File: src/rtl/framebuffer_arbiter_if.sv
// Request/grant and framebuffer port bundle for the framebuffer arbiter.
// slave = arbiter side, master = requesters plus framebuffer side.
interface framebuffer_arbiter_if;
    logic        wr0_req;
    logic [6:0]  wr0_x;
    logic [6:0]  wr0_y;
    logic [15:0] wr0_data;
    logic        wr0_gnt;
    logic        wr1_req;
    logic [6:0]  wr1_x;
    logic [6:0]  wr1_y;
    logic [15:0] wr1_data;
    logic        wr1_gnt;
    logic        rd_req;
    logic [6:0]  rd_x;
    logic [6:0]  rd_y;
    logic        rd_gnt;
    logic [15:0] rd_data;
    logic        rd_valid;
    logic        mem_wr_en;
    logic [6:0]  mem_wr_addr_x;
    logic [6:0]  mem_wr_addr_y;
    logic [15:0] mem_data_in;
    logic        mem_rd_en;
    logic [6:0]  mem_rd_addr_x;
    logic [6:0]  mem_rd_addr_y;
    logic [15:0] mem_data_out;
    logic        mem_valid_out;
    logic        busy;

    modport slave (
        input  wr0_req, wr0_x, wr0_y, wr0_data,
        input  wr1_req, wr1_x, wr1_y, wr1_data,
        input  rd_req, rd_x, rd_y,
        input  mem_data_out, mem_valid_out,
        output wr0_gnt, wr1_gnt, rd_gnt, rd_data, rd_valid,
        output mem_wr_en, mem_wr_addr_x, mem_wr_addr_y, mem_data_in,
        output mem_rd_en, mem_rd_addr_x, mem_rd_addr_y, busy
    );

    modport master (
        output wr0_req, wr0_x, wr0_y, wr0_data,
        output wr1_req, wr1_x, wr1_y, wr1_data,
        output rd_req, rd_x, rd_y,
        output mem_data_out, mem_valid_out,
        input  wr0_gnt, wr1_gnt, rd_gnt, rd_data, rd_valid,
        input  mem_wr_en, mem_wr_addr_x, mem_wr_addr_y, mem_data_in,
        input  mem_rd_en, mem_rd_addr_x, mem_rd_addr_y, busy
    );
endinterface

File: src/rtl/framebuffer_arbiter.sv
// Arbitrates two pixel writers and one refresh reader onto a single framebuffer
// port: round-robin between writers, reader gets priority after waiting too long.
module framebuffer_arbiter #(
    parameter int RD_MAX_WAIT = 4
) (
    input  logic                  clk_main,
    input  logic                  rst,
    framebuffer_arbiter_if.slave  bus
);
    localparam logic [0:0] IDLE      = 1'b0;
    localparam logic [0:0] READ_WAIT = 1'b1;

    logic [0:0]  state_reg;
    logic        ptr_reg;
    logic [3:0]  wait_cnt_reg;
    logic        mem_wr_en_reg;
    logic [6:0]  mem_wr_addr_x_reg;
    logic [6:0]  mem_wr_addr_y_reg;
    logic [15:0] mem_data_in_reg;
    logic        mem_rd_en_reg;
    logic [6:0]  mem_rd_addr_x_reg;
    logic [6:0]  mem_rd_addr_y_reg;
    logic [15:0] rd_data_reg;
    logic        rd_valid_reg;

    logic in_idle;
    logic rd_prio;
    logic wr_allowed;
    logic wr0_gnt;
    logic wr1_gnt;
    logic rd_gnt;

    // Grants only exist in IDLE and never while reset is asserted.
    assign in_idle    = (state_reg == IDLE) && !rst;
    assign rd_prio    = (wait_cnt_reg >= 4'(RD_MAX_WAIT));
    assign wr_allowed = in_idle && !(bus.rd_req && rd_prio);
    assign wr0_gnt    = wr_allowed && bus.wr0_req && (!bus.wr1_req || !ptr_reg);
    assign wr1_gnt    = wr_allowed && bus.wr1_req && (!bus.wr0_req ||  ptr_reg);
    assign rd_gnt     = in_idle && bus.rd_req && (rd_prio || !(bus.wr0_req || bus.wr1_req));

    assign bus.wr0_gnt       = wr0_gnt;
    assign bus.wr1_gnt       = wr1_gnt;
    assign bus.rd_gnt        = rd_gnt;
    assign bus.rd_data       = rd_data_reg;
    assign bus.rd_valid      = rd_valid_reg;
    assign bus.mem_wr_en     = mem_wr_en_reg;
    assign bus.mem_wr_addr_x = mem_wr_addr_x_reg;
    assign bus.mem_wr_addr_y = mem_wr_addr_y_reg;
    assign bus.mem_data_in   = mem_data_in_reg;
    assign bus.mem_rd_en     = mem_rd_en_reg;
    assign bus.mem_rd_addr_x = mem_rd_addr_x_reg;
    assign bus.mem_rd_addr_y = mem_rd_addr_y_reg;
    assign bus.busy          = (state_reg == READ_WAIT);

    always_ff @(posedge clk_main) begin
        if (rst) begin
            state_reg         <= IDLE;
            ptr_reg           <= 1'b0;
            wait_cnt_reg      <= 4'd0;
            mem_wr_en_reg     <= 1'b0;
            mem_wr_addr_x_reg <= 7'd0;
            mem_wr_addr_y_reg <= 7'd0;
            mem_data_in_reg   <= 16'd0;
            mem_rd_en_reg     <= 1'b0;
            mem_rd_addr_x_reg <= 7'd0;
            mem_rd_addr_y_reg <= 7'd0;
            rd_data_reg       <= 16'd0;
            rd_valid_reg      <= 1'b0;
        end else begin
            mem_wr_en_reg <= wr0_gnt || wr1_gnt;
            rd_valid_reg  <= 1'b0;

            if (wr0_gnt) begin
                mem_wr_addr_x_reg <= bus.wr0_x;
                mem_wr_addr_y_reg <= bus.wr0_y;
                mem_data_in_reg   <= bus.wr0_data;
                ptr_reg           <= 1'b1;
            end else if (wr1_gnt) begin
                mem_wr_addr_x_reg <= bus.wr1_x;
                mem_wr_addr_y_reg <= bus.wr1_y;
                mem_data_in_reg   <= bus.wr1_data;
                ptr_reg           <= 1'b0;
            end

            // Starvation counter: only losing IDLE cycles count up.
            if (!bus.rd_req || rd_gnt) begin
                wait_cnt_reg <= 4'd0;
            end else if (state_reg == IDLE && wait_cnt_reg != 4'd15) begin
                wait_cnt_reg <= wait_cnt_reg + 4'd1;
            end

            case (state_reg)
                IDLE: begin
                    if (rd_gnt) begin
                        state_reg         <= READ_WAIT;
                        mem_rd_en_reg     <= 1'b1;
                        mem_rd_addr_x_reg <= bus.rd_x;
                        mem_rd_addr_y_reg <= bus.rd_y;
                    end
                end
                READ_WAIT: begin
                    if (bus.mem_valid_out) begin
                        state_reg     <= IDLE;
                        mem_rd_en_reg <= 1'b0;
                        rd_data_reg   <= bus.mem_data_out;
                        rd_valid_reg  <= 1'b1;
                    end
                end
                default: state_reg <= IDLE;
            endcase
        end
    end
endmodule

File: src/flat_wrapper.sv
// flat-port wrapper written by rule: the top's interface ports become plain ports
module framebuffer_arbiter_flat 
#(
    parameter int RD_MAX_WAIT = 4
)
  (clk_main, rst, bus_wr0_req, bus_wr0_x, bus_wr0_y, bus_wr0_data, bus_wr1_req, bus_wr1_x, bus_wr1_y, bus_wr1_data, bus_rd_req, bus_rd_x, bus_rd_y, bus_mem_data_out, bus_mem_valid_out, bus_wr0_gnt, bus_wr1_gnt, bus_rd_gnt, bus_rd_data, bus_rd_valid, bus_mem_wr_en, bus_mem_wr_addr_x, bus_mem_wr_addr_y, bus_mem_data_in, bus_mem_rd_en, bus_mem_rd_addr_x, bus_mem_rd_addr_y, bus_busy);
  framebuffer_arbiter_if bus_i ();
  input  logic clk_main;
  input  logic rst;
  input wire logic [$bits(bus_i.wr0_req)-1:0] bus_wr0_req;
  input wire logic [$bits(bus_i.wr0_x)-1:0] bus_wr0_x;
  input wire logic [$bits(bus_i.wr0_y)-1:0] bus_wr0_y;
  input wire logic [$bits(bus_i.wr0_data)-1:0] bus_wr0_data;
  input wire logic [$bits(bus_i.wr1_req)-1:0] bus_wr1_req;
  input wire logic [$bits(bus_i.wr1_x)-1:0] bus_wr1_x;
  input wire logic [$bits(bus_i.wr1_y)-1:0] bus_wr1_y;
  input wire logic [$bits(bus_i.wr1_data)-1:0] bus_wr1_data;
  input wire logic [$bits(bus_i.rd_req)-1:0] bus_rd_req;
  input wire logic [$bits(bus_i.rd_x)-1:0] bus_rd_x;
  input wire logic [$bits(bus_i.rd_y)-1:0] bus_rd_y;
  input wire logic [$bits(bus_i.mem_data_out)-1:0] bus_mem_data_out;
  input wire logic [$bits(bus_i.mem_valid_out)-1:0] bus_mem_valid_out;
  output wire logic [$bits(bus_i.wr0_gnt)-1:0] bus_wr0_gnt;
  output wire logic [$bits(bus_i.wr1_gnt)-1:0] bus_wr1_gnt;
  output wire logic [$bits(bus_i.rd_gnt)-1:0] bus_rd_gnt;
  output wire logic [$bits(bus_i.rd_data)-1:0] bus_rd_data;
  output wire logic [$bits(bus_i.rd_valid)-1:0] bus_rd_valid;
  output wire logic [$bits(bus_i.mem_wr_en)-1:0] bus_mem_wr_en;
  output wire logic [$bits(bus_i.mem_wr_addr_x)-1:0] bus_mem_wr_addr_x;
  output wire logic [$bits(bus_i.mem_wr_addr_y)-1:0] bus_mem_wr_addr_y;
  output wire logic [$bits(bus_i.mem_data_in)-1:0] bus_mem_data_in;
  output wire logic [$bits(bus_i.mem_rd_en)-1:0] bus_mem_rd_en;
  output wire logic [$bits(bus_i.mem_rd_addr_x)-1:0] bus_mem_rd_addr_x;
  output wire logic [$bits(bus_i.mem_rd_addr_y)-1:0] bus_mem_rd_addr_y;
  output wire logic [$bits(bus_i.busy)-1:0] bus_busy;
  assign bus_i.wr0_req = bus_wr0_req;
  assign bus_i.wr0_x = bus_wr0_x;
  assign bus_i.wr0_y = bus_wr0_y;
  assign bus_i.wr0_data = bus_wr0_data;
  assign bus_i.wr1_req = bus_wr1_req;
  assign bus_i.wr1_x = bus_wr1_x;
  assign bus_i.wr1_y = bus_wr1_y;
  assign bus_i.wr1_data = bus_wr1_data;
  assign bus_i.rd_req = bus_rd_req;
  assign bus_i.rd_x = bus_rd_x;
  assign bus_i.rd_y = bus_rd_y;
  assign bus_i.mem_data_out = bus_mem_data_out;
  assign bus_i.mem_valid_out = bus_mem_valid_out;
  assign bus_wr0_gnt = bus_i.wr0_gnt;
  assign bus_wr1_gnt = bus_i.wr1_gnt;
  assign bus_rd_gnt = bus_i.rd_gnt;
  assign bus_rd_data = bus_i.rd_data;
  assign bus_rd_valid = bus_i.rd_valid;
  assign bus_mem_wr_en = bus_i.mem_wr_en;
  assign bus_mem_wr_addr_x = bus_i.mem_wr_addr_x;
  assign bus_mem_wr_addr_y = bus_i.mem_wr_addr_y;
  assign bus_mem_data_in = bus_i.mem_data_in;
  assign bus_mem_rd_en = bus_i.mem_rd_en;
  assign bus_mem_rd_addr_x = bus_i.mem_rd_addr_x;
  assign bus_mem_rd_addr_y = bus_i.mem_rd_addr_y;
  assign bus_busy = bus_i.busy;
  framebuffer_arbiter #(.RD_MAX_WAIT(RD_MAX_WAIT)) u_core (.clk_main(clk_main), .rst(rst), .bus(bus_i));
endmodule
File: config.mk
export PLATFORM = sky130hd
export DESIGN_NAME = framebuffer_arbiter_flat
export DESIGN_NICKNAME = d
export VERILOG_FILES = /design/src/rtl/framebuffer_arbiter_if.sv /design/src/rtl/framebuffer_arbiter.sv /design/src/flat_wrapper.sv
export SDC_FILE = /design/constraint.sdc
export NUM_CORES = 1
export LEC_CHECK = 0
export ABC_CLOCK_PERIOD_IN_PS = 4000
export CORE_UTILIZATION = 35
export CTS_CLUSTER_SIZE = 20
export DETAILED_ROUTE_END_ITERATION = 7
export PLACE_DENSITY = 0.84
export SYNTH_ARGS = -nofsm -noshare
export SYNTH_HDL_FRONTEND = slang
export SYNTH_SLANG_ARGS = --single-unit
File: constraint.sdc
create_clock -name clk_main -period 4 [get_ports clk_main]
set_input_delay 0.6 -clock clk_main [delete_from_list [all_inputs] [get_ports clk_main]]
set_output_delay 0.6 -clock clk_main [all_outputs]
set_load 0.05 [all_outputs]
# Word level (Yosys, flattened, before mapping)
# Cells that the tools add are included.
[totals]
output_inout_bits = 67
word_cells = 62
reg_bits = 69
input_bits = 96
[op_classes]
n_bitwise = 1
reduce_logical = 29
n_lt_le_gt_ge = 1
n_eq_ne = 3
muxes = 15
addsub = 1
[ops]
columns = ["op", "n"]
rows = [
  ["$mux 16", 2],
  ["$mux 7", 4],
  ["$logic_and 1x1->1", 10],
  ["$logic_not 1->1", 7],
  ["$mux 1", 7],
  ["$logic_or 1x1->1", 6],
  ["$reduce_and 2->1", 3],
  ["$add 4x1->4 const B", 1],
  ["$ge 4x3->1 const B", 1],
  ["$ne 4x4->1 const B", 1],
  ["$pmux 1 s2", 2],
  ["$reduce_or 2->1", 2],
  ["$ne 2x1->1 const B", 1],
  ["$ne 2x2->1 const B", 1],
  ["$reduce_bool 2->1", 1],
  ["$not 1->1", 1],
]

# Depth between registers and ports, before layout
[logic_depth]
depth_word = 8
mapped_depth = 6
ltp_nobuf = 4

# Worst setup path after synthesis
# OpenSTA, ideal clock, no wires.
[synth_timing]
path_kind = "input-to-output"
start = "input bus_wr0_req"
end = "output bus_rd_gnt"
arrival_time_ns = 2.379
path_stages = 4
setup_slack_ns = 1.021
required_ns = 3.400
cell_sequence = "or2_1 buf_6 clkbuf_1 a211oi_1"
[synth_between]
elab_chain_len = 4
[synth_rtl]
columns = ["element", "line_no", "rtl"]
rows = [
  ["start: declaration", "flat_wrapper.sv:10", "input wire logic [$bits(bus_i.wr0_req)-1:0] bus_wr0_req;"],
  ["$logic_or 1x1->1", "framebuffer_arbiter.sv:39", "assign rd_gnt = in_idle && bus.rd_req && (rd_prio || !(bus.wr0_req || bus.wr1_req));"],
  ["$logic_not 1->1", "framebuffer_arbiter.sv:39", ""],
  ["$logic_or 1x1->1", "framebuffer_arbiter.sv:39", ""],
  ["$logic_and 1x1->1", "framebuffer_arbiter.sv:39", ""],
  ["end: declaration", "flat_wrapper.sv:25", "output wire logic [$bits(bus_i.rd_gnt)-1:0] bus_rd_gnt;"],
]
# No other way between the ends.

# Worst setup path in the final report
[layout_timing]
start = "input bus_rd_req"
end = "output bus_wr1_gnt"
[layout_between]
elab_chain_len = 5
[layout_rtl]
columns = ["element", "line_no", "rtl"]
rows = [
  ["start: declaration", "flat_wrapper.sv:18", "input wire logic [$bits(bus_i.rd_req)-1:0] bus_rd_req;"],
  ["$logic_and 1x1->1", "framebuffer_arbiter.sv:36", "assign wr_allowed = in_idle && !(bus.rd_req && rd_prio);"],
  ["$logic_not 1->1", "framebuffer_arbiter.sv:36", ""],
  ["$logic_and 1x1->1", "framebuffer_arbiter.sv:36", ""],
  ["$logic_and 1x1->1 (2 in series)", "framebuffer_arbiter.sv:38", "assign wr1_gnt = wr_allowed && bus.wr1_req && (!bus.wr0_req || ptr_reg);"],
  ["end: declaration", "flat_wrapper.sv:24", "output wire logic [$bits(bus_i.wr1_gnt)-1:0] bus_wr1_gnt;"],
]
# No other way between the ends.

==> impl_results.md <==
* Inserted Diodes at 0
* Port buffer count at 162
* Worst path max stage delay at 0.82 ns
* Max Root-Sink Buffers at 2
* CTS tree: yes
* Worst rel slew slack at 34.63%
* Vias in the first global route at 3087
* Routed via count at 3130
* Synth top area cells: dfxtp_1 43%, a311oi_2 14%, nand2_1 11%
* Post-synth top area cell: dfxtp_1
* RePlAce Congestion at 0.7469
* Largest net degree at the start of global routing at 54
* Tot GR Track Use at 18.66%
* Post-detailed-route count of antenna-violating nets at 0
* Postcts setup bufs at 0
* Setup violators final at 0
* Clock skew at 0.008686 ns
* Post-Synthesis Cells at 351
* CTS sink count at 69
* Most frequent cells in the layout: 161 x clkdlybuf4s50_1, 95 x nand2_1, 69 x dfxtp_1
* Placed Cells at 593
* Mapped Nets at 448
* Worst Path Buf+Inv at 2
* Most frequent CP cell: clkdlybuf4s50_1
* Reg2Reg Depth at 4
* Critical path endpoint: bus_wr1_gnt
* Beginning of the critical path: bus_rd_req
* Io pins at 163
* CP Class: input pin to output port
* Iter 0 DRT Violations at 102
* Critical Path Stages at 5
* HPWL Detailed at 6478 µm
* Reg-to-Reg End: u_core.bus.mem_data_in[9]
* Initial Util at 36.32%
* Fin crit share at 78.50%
* R2R Setup Slk at 1.71 ns
* Ys Warns at 0
* Core ar. at 8763 µm²
* Leakage power at 0.001730 µW
* Final Hold Fails at 0
* DIE AREA at 9480 µm²
* Delay-heaviest family, CP: buffers and inverters
* Synthesized area at 3183 µm²
* RSZ-0062 raised after global routing: false
* Share of layout cells above drive strength 1 at 10.62%
* DRC at 0
* H-tree depth at 3
* Total negative slack at 0 ns
* Initial antenna violation count at 0
* Class of the worst hold path: register to register
* Clock root buffer: clkbuf_8
* GRT overflow at 0
* Register area share after synthesis at 43.40%
* Die X at 97.37 µm
* Via density at 5.157
* Arr. time, crit path at 2.54 ns
* Clk_lat worst skew at 0.33 ns
* CP max stage cell: clkdlybuf4s50_1
* Post-CTS sizing at 0
* Worst slew pin tran at 0.9806 ns
* Critical Path Source Type: input pin
* Layout Nets at 593
* Global-route wire length before repair at 14500 µm
* Seq cells post-synth at 69
* Minimum clock period at 3.140 ns
* Outcome: completed
* Yosys cell types at 30
* CP max FO at 17
* Worst path cell trace: clkdlybuf4s50_1 -> o21ai_2 -> nand3_1 -> a21oi_1 -> clkdlybuf4s50_1
* Hold_buf cts at 0
* Reg2reg start: u_core.wait_cnt_reg[2]
* Pwr dens at 338.4 nW/µm²
* DIE HEIGHT at 97.37 µm
* Total wire length at 9023 µm
* Max Cap Violations at 0
* P&R area growth vs syn at 55.62%
* CP required at 3.40 ns
* Fmax at 318.5 MHz
* Final std cells w/o fill at 607
* Crit end category: output port
* Most common library cell in the layout ignoring fill and taps: clkdlybuf4s50_1
* Routed WL per cell at 14.86 µm
* 1st-pass router iterations at 4
* Synthesized area per cell at 9.069 µm²
* CTS buffer count at 9
* Maximum VDD drop at 0.1546 mV
* Yosys top cell area share at 43.40%
* Clock Pin Slew Worst Setup and Hold Paths at 0.06 ns
* Final Max Tran Viols at 0
* Cell Rows at 34
how the worst min path moves through the flow:
stage,start,slack [ns],cells past startpoint,end
after floorplan,u_core.wait_cnt_reg[3],0.45,2,u_core.wait_cnt_reg[3]
after global placement,u_core.bus.mem_rd_en,0.44,2,u_core.bus.mem_rd_en
after CTS,u_core.bus.rd_data[14],0.46,2,u_core.bus.rd_data[14]
after detailed placement,u_core.bus.rd_data[14],0.45,2,u_core.bus.rd_data[14]
final,u_core.bus.rd_data[0],0.46,2,u_core.bus.rd_data[0]
after global routing,u_core.bus.rd_data[14],0.48,2,u_core.bus.rd_data[14]
stage by stage:
step / total power [µW] / utilization [%] / hold slack, ns / setup WS, ns / area [µm²]
floorplan: 1047 / - / 0.4468 / 1.021 / 3183
CTS: 1698 / 56.52 / 0.4575 / 0.8328 / 4954
global placement: 1231 / 54.85 / 0.4417 / 0.8671 / 4807
detailed placement: 1238 / 54.85 / 0.4479 / 0.8308 / 4807
finish: 1676 / 56.52 / 0.4556 / 0.8598 / 4954
global route: 1759 / 56.52 / 0.4751 / 0.7675 / 4954
report_power, final:
| group | internal, µW | switching (µW) | total [µW] |
|---|---|---|---|
| clock | 215 | 238 | 454 |
| combinational | 207 | 267 | 474 |
| sequential | 725 | 22.7 | 748 |
layer usage:
| metal | track usage, % | share of wire, % |
|---|---|---|
| met1 | 22.11 | 42 |
| met5 | 0 | 0 |
| met3 | 5.899 | 8.4 |
| met4 | 5.656 | 1.1 |
| met2 | 32.06 | 49 |
synth_stat cells:
cell type,number
clkbuf_1,24
buf_1,1
o2bb2ai_1,1
nor3_1,3
nand2b_1,30
xnor2_1,1
nand2_1,95
a21boi_4,1
buf_2,3
dfxtp_1,69
buf_6,6
a21bo_1,2
a21oi_1,21
mux2i_1,15
a311oi_2,29
and3_1,1
nor2_1,4
and2_1,1
and3_4,1
a21boi_1,1
o21ai_2,1
inv_1,2
a31oi_1,31
nor2_4,1
a211oi_1,1
or2_1,1
a311oi_1,1
nand3_1,2
ha_1,1
nor2b_1,1
area by class of cell:
type | instances | area (µm²)
Clock buffer | 11 | 131.4
Multi-Input combinational cell | 246 | 1622
Clock inverter | 3 | 15.01
Tap cell | 108 | 135.1
Fill cell | 767 | 3810
Timing Repair Buffer | 168 | 1662
Inverter | 2 | 7.507
Sequential cell | 69 | 1381
cells by family after synthesis:
group,after synthesis,share of synthesized area (%)
buffers and inverters,36,5.778
DFF,69,43.40
and+or+nand+nor,140,19.85
xor gates and xnor gates,1,0.2752
muxes,15,4.717
AOI/OAI and AO/OA,89,25.59
adders and majority gates,1,0.3930
worst min-delay path: cells and delay by family (launching register included):
family / cells / cell delay [ns]
compound gates: 1 / 0.05
simple gates: 1 / 0.05
flops: 1 / 0.31
No activity file was read; power rests on OpenSTA's default activity.
